$ cat src/rtl/dma_rr_arbiter_pkg.sv
// Shared types and constants for the DMA round-robin arbiter.
//   arb_state_e : two-state arbiter FSM encoding (IDLE, BUSY)
//   WDOG_CNT_W  : width of the optional BUSY-cycle watchdog counter
package netdma_arb_pkg;

    typedef enum logic {
        IDLE = 1'b0,
        BUSY = 1'b1
    } arb_state_e;

    localparam int WDOG_CNT_W = 16;

endpackage

$ cat src/rtl/dma_rr_arbiter_if.sv
// Request/grant bundle between DMA requesters and the round-robin arbiter.
//   req_i     : per-requester request level (N = 2**RANGE bits)
//   done_i    : last-beat pulse from the granted requester
//   gnt_o     : one-hot grant, zero when idle
//   gnt_idx_o : binary index of the current or last grant
//   busy_o    : a grant is held
//   timeout_o : one-cycle pulse on a watchdog release
// master = requester side, slave = arbiter side.
interface dma_rr_arbiter_if #(
    parameter int RANGE = 2
);
    localparam int N = 2**RANGE;

    logic [N-1:0]     req_i;
    logic             done_i;
    logic [N-1:0]     gnt_o;
    logic [RANGE-1:0] gnt_idx_o;
    logic             busy_o;
    logic             timeout_o;

    modport master (
        output req_i, done_i,
        input  gnt_o, gnt_idx_o, busy_o, timeout_o
    );

    modport slave (
        input  req_i, done_i,
        output gnt_o, gnt_idx_o, busy_o, timeout_o
    );
endinterface

$ cat src/rtl/dma_rr_arbiter_dec.sv
// Binary-to-one-hot grant decoder.
//   i_idx    : binary index (RANGE bits)
//   i_en     : decode enable; output is all-zero when low
//   o_onehot : one-hot decode of i_idx (2**RANGE bits)
module dma_rr_arbiter_dec #(
    parameter int RANGE = 2
) (
    input  logic [RANGE-1:0]    i_idx,
    input  logic                i_en,
    output logic [2**RANGE-1:0] o_onehot
);

    always_comb begin
        o_onehot = '0;
        if (i_en) o_onehot[i_idx] = 1'b1;
    end

endmodule

$ cat src/rtl/dma_rr_arbiter.sv
// Round-robin arbiter for N = 2**RANGE DMA requesters.
// A grant is held until done_i or until the granted requester drops its
// request; every release is followed by one idle bubble cycle.
// Ports:
//   clk   : rising-edge clock
//   rst_n : asynchronous active-low reset
//   bus   : dma_rr_arbiter_if.slave (req_i, done_i, gnt_o, gnt_idx_o,
//           busy_o, timeout_o)
// Optional feature: define DMA_RR_ARBITER_WATCHDOG_EN to compile in a
// BUSY-cycle watchdog that forces a release after TIMEOUT cycles and pulses
// timeout_o. Without it timeout_o is tied low and TIMEOUT is unused.
module dma_rr_arbiter
    import netdma_arb_pkg::*;
#(
    parameter int RANGE   = 2,
    parameter int TIMEOUT = 1024
) (
    input  logic               clk,
    input  logic               rst_n,
    dma_rr_arbiter_if.slave    bus
);

    localparam int N = 2**RANGE;

    arb_state_e       r_state;
    logic [RANGE-1:0] r_gnt_idx;
    logic [RANGE-1:0] r_last_idx;
    logic             r_busy;

    logic [RANGE-1:0] w_pick;
    logic             w_found;
    logic             w_release;
    logic             w_wdog_fire;
    logic [N-1:0]     w_gnt;

    // Scan upward from the slot after the last grant; k = N lands on the
    // last grantee itself, so it only wins when nobody else is requesting.
    always_comb begin
        w_pick  = '0;
        w_found = 1'b0;
        for (int k = 1; k <= N; k++) begin
            if (!w_found && bus.req_i[r_last_idx + RANGE'(k)]) begin
                w_pick  = r_last_idx + RANGE'(k);
                w_found = 1'b1;
            end
        end
    end

    // done_i and an abandon together still produce a single release.
    assign w_release = bus.done_i || !bus.req_i[r_gnt_idx];

`ifdef DMA_RR_ARBITER_WATCHDOG_EN
    logic [WDOG_CNT_W-1:0] r_wdog_cnt;
    logic                  r_timeout;

    assign w_wdog_fire = (r_wdog_cnt == WDOG_CNT_W'(TIMEOUT - 1));

    // Counter rests at zero in IDLE, so it starts at zero on every grant.
    always_ff @(posedge clk or negedge rst_n) begin
        if (!rst_n) begin
            r_wdog_cnt <= '0;
            r_timeout  <= 1'b0;
        end else begin
            r_timeout <= (r_state == BUSY) && w_wdog_fire && !w_release;
            if (r_state == IDLE) r_wdog_cnt <= '0;
            else                 r_wdog_cnt <= r_wdog_cnt + 1'b1;
        end
    end

    assign bus.timeout_o = r_timeout;
`else
    assign w_wdog_fire   = 1'b0;
    assign bus.timeout_o = 1'b0;
`endif

    always_ff @(posedge clk or negedge rst_n) begin
        if (!rst_n) begin
            r_state    <= IDLE;
            r_gnt_idx  <= '0;
            r_last_idx <= RANGE'(N - 1);
            r_busy     <= 1'b0;
        end else begin
            case (r_state)
                IDLE: begin
                    if (w_found) begin
                        r_state    <= BUSY;
                        r_gnt_idx  <= w_pick;
                        r_last_idx <= w_pick;
                        r_busy     <= 1'b1;
                    end
                end
                BUSY: begin
                    if (w_release || w_wdog_fire) begin
                        r_state <= IDLE;
                        r_busy  <= 1'b0;
                    end
                end
                default: begin
                    r_state <= IDLE;
                    r_busy  <= 1'b0;
                end
            endcase
        end
    end

    dma_rr_arbiter_dec #(.RANGE(RANGE)) u_dec (
        .i_idx    (r_gnt_idx),
        .i_en     (r_busy),
        .o_onehot (w_gnt)
    );

    assign bus.gnt_o     = w_gnt;
    assign bus.gnt_idx_o = r_gnt_idx;
    assign bus.busy_o    = r_busy;

endmodule

$ cat src/flat_wrapper.sv
// flat-port wrapper written by rule: the top's interface ports become plain ports
module dma_rr_arbiter_flat import netdma_arb_pkg::*;
#(
    parameter int RANGE   = 2,
    parameter int TIMEOUT = 1024
)
  (clk, rst_n, bus_req_i, bus_done_i, bus_gnt_o, bus_gnt_idx_o, bus_busy_o, bus_timeout_o);
  dma_rr_arbiter_if #(.RANGE(RANGE)) bus_i ();
  input  logic clk;
  input  logic rst_n;
  input wire logic [$bits(bus_i.req_i)-1:0] bus_req_i;
  input wire logic [$bits(bus_i.done_i)-1:0] bus_done_i;
  output wire logic [$bits(bus_i.gnt_o)-1:0] bus_gnt_o;
  output wire logic [$bits(bus_i.gnt_idx_o)-1:0] bus_gnt_idx_o;
  output wire logic [$bits(bus_i.busy_o)-1:0] bus_busy_o;
  output wire logic [$bits(bus_i.timeout_o)-1:0] bus_timeout_o;
  assign bus_i.req_i = bus_req_i;
  assign bus_i.done_i = bus_done_i;
  assign bus_gnt_o = bus_i.gnt_o;
  assign bus_gnt_idx_o = bus_i.gnt_idx_o;
  assign bus_busy_o = bus_i.busy_o;
  assign bus_timeout_o = bus_i.timeout_o;
  dma_rr_arbiter #(.RANGE(RANGE), .TIMEOUT(TIMEOUT)) u_core (.clk(clk), .rst_n(rst_n), .bus(bus_i));
endmodule
$ cat config.mk
export PLATFORM = sky130hd
export DESIGN_NAME = dma_rr_arbiter_flat
export DESIGN_NICKNAME = d
export VERILOG_FILES = /design/src/rtl/dma_rr_arbiter_pkg.sv /design/src/rtl/dma_rr_arbiter_if.sv /design/src/rtl/dma_rr_arbiter_dec.sv /design/src/rtl/dma_rr_arbiter.sv /design/src/flat_wrapper.sv
export SDC_FILE = /design/constraint.sdc
export NUM_CORES = 1
export LEC_CHECK = 0
export BUFFER_PORTS_ARGS = -buffer_cell sky130_fd_sc_hd__buf_2
export CORE_AREA = 2 2 39 41
export DETAILED_ROUTE_END_ITERATION = 7
export DIE_AREA = 0 0 41 43
export GPL_ROUTABILITY_DRIVEN = 0
export PLACE_DENSITY = 0.58
export SETUP_SLACK_MARGIN = 0.5
export SLEW_MARGIN = 5
export SYNTH_ARGS = -nofsm -noshare
export SYNTH_HDL_FRONTEND = slang
export SYNTH_HIERARCHICAL = 1
export SYNTH_SLANG_ARGS = --single-unit
$ cat constraint.sdc
create_clock -name clk -period 1.63 [get_ports clk]
set_input_delay 0.0815 -clock clk [delete_from_list [all_inputs] [get_ports clk]]
set_output_delay 0.0815 -clock clk [all_outputs]
set_load 0.1 [all_outputs]
Word level (Yosys, flattened, before mapping)
Index checks and enable logic that the tools add are counted.
{ "word_totals": {"ff_bits": 6, "wordCells": 54} }
{ "op_classes": {"addsub": 3, "magnitude_cmp": 6, "n_eq_ne": 2, "mux": 27, "bitwise": 1, "n_reduce_logical": 11} }
{ "op_table": {"columns": ["cell", "n"], "rows": [
  ["< comparator 2 x 3 -> 1 bit, second input constant", 5],
  ["2-to-1 mux 1 bit", 14],
  ["binary-select mux 1 bit (select 2 bit)", 5],
  ["2-to-1 mux 2 bit", 4],
  ["adder 2 bit, second input constant", 2],
  ["logical AND 1 bit", 4],
  ["zero test 1 bit", 4],
  ["2-to-1 mux 4 bit", 1],
  ["one-hot mux 1 bit (2 select lines)", 2],
  ["AND reduction 2 bit", 2],
  ["adder 2 x 1 -> 2 bit, second input constant", 1],
  ["demux 1 bit (select 2 bit)", 1],
  ["greater-or-equal comparator 2 x 1 -> 1 bit, second input constant", 1],
  ["inequality test 2 x 1 -> 1 bit, second input constant", 1],
  ["inequality test 2 bit, second input constant", 1],
  ["logical OR 1 bit", 1],
  ["inverter 1 bit", 1]
]} }

Longest topological paths before layout
Gate-level depths: netlist of run 1.
{ "logic_depth": {"depth_word": 15, "depth_mapped": 5, "mapped_depth_nobuf": 4} }

Cells and area by module
Netlist of run 1, hierarchy kept.
{ "modules_own_cells": {"columns": ["module", "n_inst", "cells_per_inst", "area_each_um2"], "rows": [
  ["dma_rr_arbiter", 1, 41, 407.9],
  ["dma_rr_arbiter_dec", 1, 4, 37.5]
]} }

Least setup slack after synthesis of run 1
OpenSTA, ideal clock, no wires.
{ "synth_timing": {"kind": "flip-flop to output port", "startpoint": "register u_core.r_busy (netlist: u_core/bus.busy_o)", "endpoint": "output bus_gnt_o[0]", "arrival_ps": 2312, "t_required_ps": 1548, "slack_ps": -763, "path_stages_with_launch": 2, "path_buffers": 0, "cell_sequence": "dfrtp_1 -> nor3b_2"} }
{ "synth_between": {"elab_chain_cells": 1} }
{ "synth_rtl": {"columns": ["element", "line_no", "rtl"], "rows": [
  ["start, declared", "dma_rr_arbiter.sv:28", "logic r_busy;"],
  ["start signal, assigned", "dma_rr_arbiter.sv:81", "r_busy <= 1'b0;"],
  ["start signal, assigned", "dma_rr_arbiter.sv:89", "r_busy <= 1'b1;"],
  ["start signal, assigned", "dma_rr_arbiter.sv:95", "r_busy <= 1'b0;"],
  ["2-to-1 mux 4 bit", "dma_rr_arbiter_dec.sv:15", "if (i_en) o_onehot[i_idx] = 1'b1;"],
  ["end, declared", "flat_wrapper.sv:13", "output wire logic [$bits(bus_i.gnt_o)-1:0] bus_gnt_o;"]
]} }
Every way passes these cells.

Worst setup path after layout of run 1
{ "layout_timing": {"startpoint": "register u_core.r_gnt_idx[0] (netlist: u_core/bus.gnt_idx_o[0])", "endpoint": "register u_core.r_busy (netlist: u_core/bus.busy_o)"} }
{ "layout_between": {"elab_chain_cells": 6} }
{ "layout_rtl": {"columns": ["element", "line_no", "rtl"], "rows": [
  ["start, declared", "dma_rr_arbiter.sv:26", "logic [RANGE-1:0] r_gnt_idx;"],
  ["start signal, assigned", "dma_rr_arbiter.sv:87", "r_gnt_idx <= w_pick;"],
  ["binary-select mux 1 bit (select 2 bit)", "dma_rr_arbiter.sv:50", "assign w_release = bus.done_i || !bus.req_i[r_gnt_idx];"],
  ["2-to-1 mux 1 bit (implied by the code)", "dma_rr_arbiter.sv:50", null],
  ["zero test 1 bit", "dma_rr_arbiter.sv:50", null],
  ["logical OR 1 bit", "dma_rr_arbiter.sv:50", null],
  ["inequality test 2 bit (no line)", null, null],
  ["AND reduction 2 bit (no line)", null, null]
]} }
Every way passes these cells. The select of a mux whose other input is x is not followed.
A chain may end at the register's enable or synchronous reset.

==> results.md, run 1 <==
* Period Utilization, post-route at 0.834
* Top FF cell, synth: dfrtp_1
* Post-synth EDFFs at 0
* Total track usage at 0.144
* Vias in the first global route at between 300 and 400
* Largest net degree at the start of global routing at 9
* Root buf cell: clkbuf_4
* Post-synth top area share at 0.225
* Setup-failing EPs final at 0
* Fillers at 131
* Die Ht at around 43 um
* Post-Syn Nets at between 50 and 60
* Largest cells by area after synthesis: dfrtp_1 22%, dfstp_2 12%, mux4_2 5.1%
* Fmax at ~0.74 GHz
* WS Path Type: flop to flop
* # DRC at 0
* CP peak stage delay at about 0.50 ns
* Row Count at 14
* CTS tree: done
* Synth-to-layout area growth at 56.2%
* Layout net count at 72
* Synthesized flop and latch total at 6
* Antenna Nets Post-Route at 0
* Post-route setup TNS at 0 ns
* # IOs at 15
* Critical Path Start Type: flop
* Crit-path cells: mux4_2 > nor2b_4 > a21o_1
* Initial core utilization at 0.322
* RSZ-0062 raised after global routing: true
* Post-synthesis instance total at 45
* Share of cells above drive strength 1 at 0.531
* Fin. Hold Viols at 0
* Status: completed
* Buf/Inv on CP at 0
* Critical Path End Type: flop
* Clock buffer depth at 2
* Syn. warnings at 6
* Maxcap violations at 0
* Time the worst path needs with I/O delays and setup at 1.36 ns
* Worst skew pair latency at approximately 0.25 ns
* Initial antenna violation count at 0
* Post-synth ARST share at 1.00
* Synth area leader: dfrtp_1
* Avg Cell Area, Syn at slightly below 10 um2
* Pre-Repair DR Iteration Count at 4
* Sequential fraction of the synthesis area at 0.343
* Die Wd at 41 um
* Worst clock skew at ~0.012 ns
* Leading cell types by count after synthesis: 4 x dfrtp_1, 4 x nand2_1, 3 x a21oi_1, 3 x o21ai_0
* Reg clk slew, reported paths at approximately 0.05 ns
* Vias/cell at around 5.2
* Clock buffer count from CTS at 3
* DP HPWL at roughly 700 um
* Core ar. at 1380 um2
* Total gr overflow at 0
* Die footprint at around 1800 um2
* DRT Wirelength at a little under 1000 um
* CTS H-tree lvls at 1
* Hold Path Class: primary input to flop
* Syn Std Cell Area at 445 um2
* Synth unique cells at 29
* Starting DRT DRC Count at 6
* Sink Count at 6
* Critical path's top delay family: multiplexers
* Worst EP arrival at 1.50 ns
* Worst path slowest cell: mux4_2
* CP required at 1.77 ns
* Via count at approximately 420
* Input/output buffers at 13
* DR WL/cell at roughly 12 um
* Max-slew violation count at 0
* Multi-input gate area at between 300 and 400 um2
* # diodes at 0
* First-pass GRT wire length at between 1500 and 2000 um
* CP Max Fanout at 7
* Fin worst setup slack at around 0.27 ns
* Seq. cell area at between 150 and 200 um2
* Worst slack at placement at between 0.2 and 0.25 ns
## routing by layer
layer / GRT usage / share of wire / wire, um
met4: 0.0800 / 0.019 / 19
met2: 0.206 / 0.52 / 517
met5: 0 / 0 / 0
met3: 0.0785 / 0.053 / 52
met1: 0.161 / 0.40 / 397
## cell usage in the layout (no fill, tap or decap), drive strengths merged, types with 2 or more instances in the layout
| master | instances |
|---|---|
| nand2 | 4 |
| clkbuf | 4 |
| and3b | 3 |
| dfrtp | 4 |
| o21a | 2 |
| a21o | 2 |
| a21oi | 3 |
| dfstp | 2 |
| nor3b | 2 |
| nor2 | 2 |
| nor2b | 2 |
| buf | 16 |
| o21ai | 3 |
## worst register-to-register path, stage by stage, from the launching register on
cell     delay [ns]
dfrtp_4        0.47
mux4_2         0.51
nor2b_4        0.14
a21o_1         0.15
## through the flow
step / hold slack (ns) / instances / instance area, um2 / util
final: 0.152 / 80 / 696 / 0.503
after global routing: 0.142 / 80 / 696 / 0.503
after CTS: 0.145 / 80 / 668 / 0.483
after detailed placement: -0.0881 / 72 / 558 / 0.403
after global placement: -0.0883 / 72 / 558 / 0.403
after floorplan: -0.214 / 45 / 492 / -
## cells by family after synthesis
kind of cell / count (synthesis) / share of synthesized area
flops: 6 / 0.343
mux: 2 / 0.0730
other cells: 1 / 0.00842
simple gates: 19 / 0.315
buf+inv: 3 / 0.0506
compound gates: 14 / 0.211
## area by class of cell
class                           count  area share
Tap cell                           16      0.0288
Multi-Input combinational cell     36       0.444
Inverter                            1     0.00540
Clock buffer                        4      0.0378
Sequential cell                     6       0.236
Timing Repair Buffer               17       0.248
## path summary, 6_finish.rpt
| path | from | end | slack (ns) | depth (start not counted) |
|---|---|---|---|---|
| worst max register to register | u_core/bus.gnt_idx_o[0] | u_core/bus.busy_o | 0.27 | 3 |
| worst max-delay path | u_core/bus.gnt_idx_o[0] | u_core/bus.busy_o | 0.27 | 3 |
| max in group asynchronous | rst_n | u_core/r_last_idx[0] | 1.21 | 2 |
| worst min register to register | u_core/r_state | u_core/r_state | 0.55 | 1 |
| min in group asynchronous | rst_n | u_core/bus.busy_o | 0.18 | 2 |
| worst min-delay path | bus_done_i | u_core/bus.busy_o | 0.15 | 3 |
## flip-flops by register name, summed over array words and instances (netlist names)
register              cells
u_core/r_state            1
u_core/bus.gnt_idx_o      2
u_core/bus.busy_o         1
u_core/r_last_idx         2
## timing repair
| item | in CTS | in global routing |
|---|---|---|
| gates resized for setup | 15 | 8 |
| buffers inserted | 3 | 0 |
| endpoints found under the setup margin | 13 | 12 |
| hold buffers | 1 | 0 |
| pin swaps | 2 | 0 |
| hold endpoints to repair | 6 | 0 |
Power of run 1 is left out: the tool's default activity adds up to more than one toggle a clock period on the data nets, which glitch-free logic cannot reach.
==> inputs of run 2 (changes only) <==
PLACE_DENSITY = 0.6   (was 0.58)
clock period = 1.1 ns   (was 1.63 ns; I/O delays follow)
==> results.md, run 2 (synthesized netlist as in run 1, its figures left out) <==
* Root buf cell: clkbuf_4
* Commonest non-fill, non-tap cells in the layout: 13 x buf_4, 7 x buf_12, 6 x buf_2
* Initial antenna violation count at 0
* Hold path start: bus_done_i
* Worst r2r src: u_core/r_last_idx[1]
* RSZ-0062 raised after global routing: true
* Starting DRT DRC Count at 5
* Period Utilization, post-route at 1.30
* Multi-input gate area at approximately 310 um2
* Die footprint at 1760 um2
* Worst skew pair latency at ~0.25 ns
* Via count at around 470
* Placed cell area at ~750 um2
* WS Path Type: flop to flop
* R2r setup slk at -0.33 ns
* First-pass GRT wire length at 1950 um
* CTS tree: done
* Critical Path End Type: flop
* Die Wd at between 40 and 50 um
* Share of cells above drive strength 1 at 0.633
* Fmax at approximately 0.7 GHz
* Most common cell after layout, fill and taps aside: buf_4
* Number of placed cells counting well taps at between 80 and 90
* Initial core utilization at 0.322
* Antenna Nets Post-Route at 0
* Row Count at 14
* Post-layout util at 0.622
* CTS H-tree lvls at 1
* DP HPWL at 909 um
* Reg clk slew, reported paths at 0.05 ns
* Input/output buffers at 13
* Worst path slowest cell: dfstp_2
* Clock buffer depth at 2
* Time the worst path needs with I/O delays and setup at between 1 and 1.5 ns
* Buf/Inv on CP at 0
* Worst clock skew at between 0.0006 and 0.0007 ns
* Fin worst setup slack at -0.325 ns
* Crit-path cells: and2b_1 > o22a_1 > o311ai_4 > nand2_1
* DRT Wirelength at between 1000 and 1500 um
* Largest net degree at the start of global routing at 8
* Maxcap violations at 0
* Hold path depth at 3
* CP Max Fanout at 5
* Status: complete, but fails checks
* R2R Path End: u_core/bus.gnt_idx_o[1]
* Hold Path Class: primary input to flop
* # diodes at 0
* Fillers at roughly 120
* Worst EP arrival at ~1.6 ns
* Final Cell Area at approximately 860 um2
* Critical Path Start Type: flop
* Critical path's top delay family: flip-flops
* Vias in the first global route at roughly 450
* # DRC at 0
* Total track usage at 0.171
* Reg2Reg Depth at 4
* Max-slew violation count at 0
* Setup-failing EPs final at 12
* CP required at about 1.2 ns
* CP peak stage delay at 0.57 ns
* DR WL/cell at between 10 and 15 um
* Fin. Hold Viols at 0
* Pre-Repair DR Iteration Count at 4
* Vias/cell at between 4 and 5
* Worst Hold End: u_core/r_state
* Synth-to-layout area growth at 93.3%
* Finished Layout Cells at 95
* # IOs at 15
* Violated checks: negative setup slack
* Clock buffer count from CTS at 3
* Layout net count at 87
* Die Ht at 43 um
* Seq. cell area at roughly 160 um2
* Core ar. at ~1400 um2
* Total gr overflow at 0
* Sink Count at 6
run 2: changes by cell type in the layout (fill, tap and decap cells not counted):
cell	delta
buf_12	+3
a21oi_1	-1
a21oi_2	+1
buf_6	+3
buf_4	+9
run 2: worst max-delay path by stage:
stage	startpoint	to	cells after the start
floorplan	u_core/bus.busy_o	bus_gnt_o[0]	1
global placement	u_core/r_last_idx[1]	u_core/bus.gnt_idx_o[1]	4
detailed placement	u_core/r_last_idx[1]	u_core/bus.gnt_idx_o[1]	4
CTS	u_core/r_last_idx[1]	u_core/bus.gnt_idx_o[1]	4
global route	u_core/r_last_idx[1]	u_core/bus.gnt_idx_o[1]	4
finish	u_core/r_last_idx[1]	u_core/bus.gnt_idx_o[1]	4
run 2: final cells by class:
class,instances,area share
Sequential cell,6,0.190
Timing Repair Buffer,32,0.388
Multi-Input combinational cell,36,0.363
Tap cell,16,0.0233
Clock buffer,4,0.0305
Inverter,1,0.00436
run 2: tightest hold or removal path, stage by stage:
cell and delay (ns):
buf_2 0.10, nor2b_4 0.04, a21o_1 0.14
run 2: layer usage:
layer	GRT usage	wire length, um	up-vias
met1	0.180	474	224
met5	0	0	-
met3	0.0314	61	0
met2	0.291	682	19
met4	0.100	0	0
li1	-	-	231
run 2: stage by stage:
stage / setup TNS [ns] / setup WS [ns] / hold WS, ns
2_1_floorplan: -2.80 / -0.478 / -0.241
3_3_place_gp: -1.22 / -0.251 / -0.115
3_5_place_dp: -1.37 / -0.301 / -0.112
4_1_cts: -2.46 / -0.302 / 0.130
5_1_grt: -3.00 / -0.366 / 0.125
6_report: -2.56 / -0.325 / 0.133
run 2: repair_timing:
| item | CTS | global route |
|---|---|---|
| pin swaps | 0 | 1 |
| hold endpoints to repair | 6 | 0 |
| cloned | 0 | 0 |
| resized for setup | 6 | 1 |
| hold buffers | 1 | 0 |
| setup endpoints to repair | 13 | 13 |
| buffers inserted | 5 | 1 |
Power of run 2 is left out for the same reason.
==> inputs of run 3 (changes only) <==
ABC_AREA = 1   (was not set)
CORE_AREA = 2 2 46 48   (was 2 2 39 41)
DIE_AREA = 0 0 48 50   (was 0 0 41 43)
PLACE_DENSITY = 0.58   (was 0.6)
==> results.md, run 3 <==
* R2R Path End: u_core/bus.gnt_idx_o[0]
* Top FF cell, synth: dfrtp_1
* Clock buffer depth at 2
* CTS tree: done
* DR WL/cell at 10.4 um
* Worst r2r src: u_core/r_last_idx[0]
* Pre-Repair DR Iteration Count at 4
* DRT Wirelength at roughly 1600 um
* # IOs at 15
* R2r setup slk at -0.47 ns
* Synth unique cells at 23
* Post-synth EDFFs at 0
* Vias/cell at around 4.5
* Antenna Nets Post-Route at 0
* Root buf cell: clkbuf_4
* Period Utilization, post-route at 1.43
* Crit-path cells: buf_6 > nand2_2 > nand2_4 > buf_4 > o21ai_0 > a21oi_1 > nand2_1 > nand3_2 > nand2_1
* Critical Path Start Type: flop
* Post-synth top area share at 0.210
* Row Count at 16
* RSZ-0062 raised after global routing: true
* CP peak stage delay at 0.64 ns
* Hold path start: bus_done_i
* Finished Layout Cells at approximately 160
* Sink Count at 6
* Input/output buffers at 13
* Most common cell after layout, fill and taps aside: nand2_1
* Initial antenna violation count at 0
* Via count at ~700
* Critical Path End Type: flop
* Top-count cell post-synth: nand2_1
* Number of placed cells counting well taps at around 150
* Die Ht at around 50 um
* Starting DRT DRC Count at 6
* Initial core utilization at 0.338
* # DRC at 0
* Post-Syn Nets at around 110
* Post-synthesis instance total at 100
* Post-layout util at 0.579
* Synth area leader: nand2_1
* Violated checks: negative setup slack
* Buf/Inv on CP at 2
* Critical path's top delay family: flip-flops
* Die footprint at approximately 2400 um2
* CP Max Fanout at 6
* Total gr overflow at 0
* Hold path depth at 4
* Share of cells above drive strength 1 at 0.538
* Synthesized flop and latch total at 6
* Maxcap violations at 0
* Max-slew violation count at 0
* Layout net count at between 100 and 150
* Synth-to-layout area growth at 71.2%
* First-pass GRT wire length at roughly 2600 um
* Reg clk slew, reported paths at ~0.060 ns
* Largest net degree at the start of global routing at 9
* Worst EP arrival at 1.73 ns
* Setup-failing EPs final at 12
* Die Wd at roughly 48 um
* WS Path Type: flop to flop
* Worst path slowest cell: dfstp_2
* Total track usage at 0.157
* Status: complete, but fails checks
* Post-synth ARST share at 1.00
* # diodes at 0
* CP required at about 1.3 ns
* Worst Hold End: u_core/r_state
* Core ar. at roughly 1900 um2
* Syn Std Cell Area at 643 um2
* DP HPWL at between 1000 and 1500 um
* Leading cell types by count after synthesis: 36 x nand2_1, 9 x inv_1, 9 x nand2_2
* Fin worst setup slack at -0.473 ns
* Reg2Reg Depth at 9
* Worst skew pair latency at between 0.2 and 0.3 ns
* Most numerous cell on the critical path: nand2_1
* Hold Path Class: primary input to flop
* Fin. Hold Viols at 0
* Avg Cell Area, Syn at between 6 and 7 um2
* Worst clock skew at roughly 0.02 ns
* Clock buffer count from CTS at 3
* CTS H-tree lvls at 1
* Fmax at between 0.6 and 0.7 GHz
* Commonest non-fill, non-tap cells in the layout: 31 x nand2_1, 11 x nand2_4, 10 x buf_4
* Time the worst path needs with I/O delays and setup at roughly 1.6 ns
* Syn. warnings at 6
* Largest cells by area after synthesis: nand2_1 21%, dfrtp_1 16%, nand2_2 8.8%
* Sequential fraction of the synthesis area at 0.237
* Vias in the first global route at around 650
run 3: cell types whose count changed in the layout (fill, tap and decap cells not counted), moves of 5 or more:
| cell | before | now |
|---|---|---|
| nand2_1 | 4 | 31 |
| inv_1 | 1 | 7 |
| nand2_4 | 0 | 11 |
| nor2_4 | 0 | 5 |
| nand2_2 | 0 | 7 |
run 3: worst max-delay path by stage:
stage                    startpoint                 endpoint  slack [ns]  cells after the start
2_1_floorplan  u_core/r_last_idx[0]        u_core/bus.busy_o       -0.36                     12
3_3_place_gp   u_core/r_last_idx[0]  u_core/bus.gnt_idx_o[1]       -0.46                     11
3_5_place_dp   u_core/r_last_idx[0]  u_core/bus.gnt_idx_o[1]       -0.50                     11
4_1_cts        u_core/r_last_idx[0]  u_core/bus.gnt_idx_o[1]       -0.49                     11
5_1_grt        u_core/r_last_idx[1]  u_core/bus.gnt_idx_o[1]       -0.57                     11
6_report       u_core/r_last_idx[0]  u_core/bus.gnt_idx_o[0]       -0.47                      9
run 3: timing repair:
item | 4_1_cts | 5_1_grt
resized for setup | 17 | 11
endpoints found under the setup margin | 13 | 13
endpoints found under the hold margin | 6 | 0
hold buffers | 1 | 0
buffers inserted | 5 | 1
pin swaps | 6 | 1
run 3: layout make-up:
cell class                      count  area (um2)
Clock buffer                        4        26.3
Inverter                           13        71.3
Tap cell                           27        33.8
Sequential cell                     6         164
Fill cell                         172         801
Multi-Input combinational cell     78         482
Timing Repair Buffer               29         324
run 3: cells by family (layout without fill, tap and decap cells):
group                  count (synthesis)  in the layout  synth area share
AO/OA/AOI/OAI                         10             10            0.0914
flip-flops                             6              6             0.237
other                                  1              1           0.00583
buffers and inverters                 16             46             0.142
AND/OR/NAND/NOR                       67             67             0.523
run 3: routing by layer:
metal,track usage,up-vias,share of wire
met3,0.0256,3,0.025
met4,0.0811,0,0.018
met2,0.249,11,0.51
li1,-,368,-
met1,0.195,320,0.44
met5,0,-,0
run 3: worst reg2reg max path: cells and delay by family (launching register included):
| kind | cells | cell delay [ns] |
|---|---|---|
| DFF | 1 | 0.64 |
| and+or+nand+nor | 5 | 0.39 |
| buffers and inverters | 2 | 0.26 |
| AOI/OAI and AO/OA | 2 | 0.19 |
run 3: per-stage QoR:
step / area [um2] / TNS [ns] / hold slack [ns] / worst slack (ns)
2_1_floorplan: 684 / -3.15 / -0.241 / -0.357
3_3_place_gp: 926 / -2.58 / -0.118 / -0.461
3_5_place_dp: 926 / -2.77 / -0.115 / -0.499
4_1_cts: 1040 / -3.43 / 0.0786 / -0.490
5_1_grt: 1100 / -4.27 / 0.0958 / -0.571
6_report: 1100 / -3.45 / 0.0819 / -0.473
Power of run 3 is left out for the same reason.
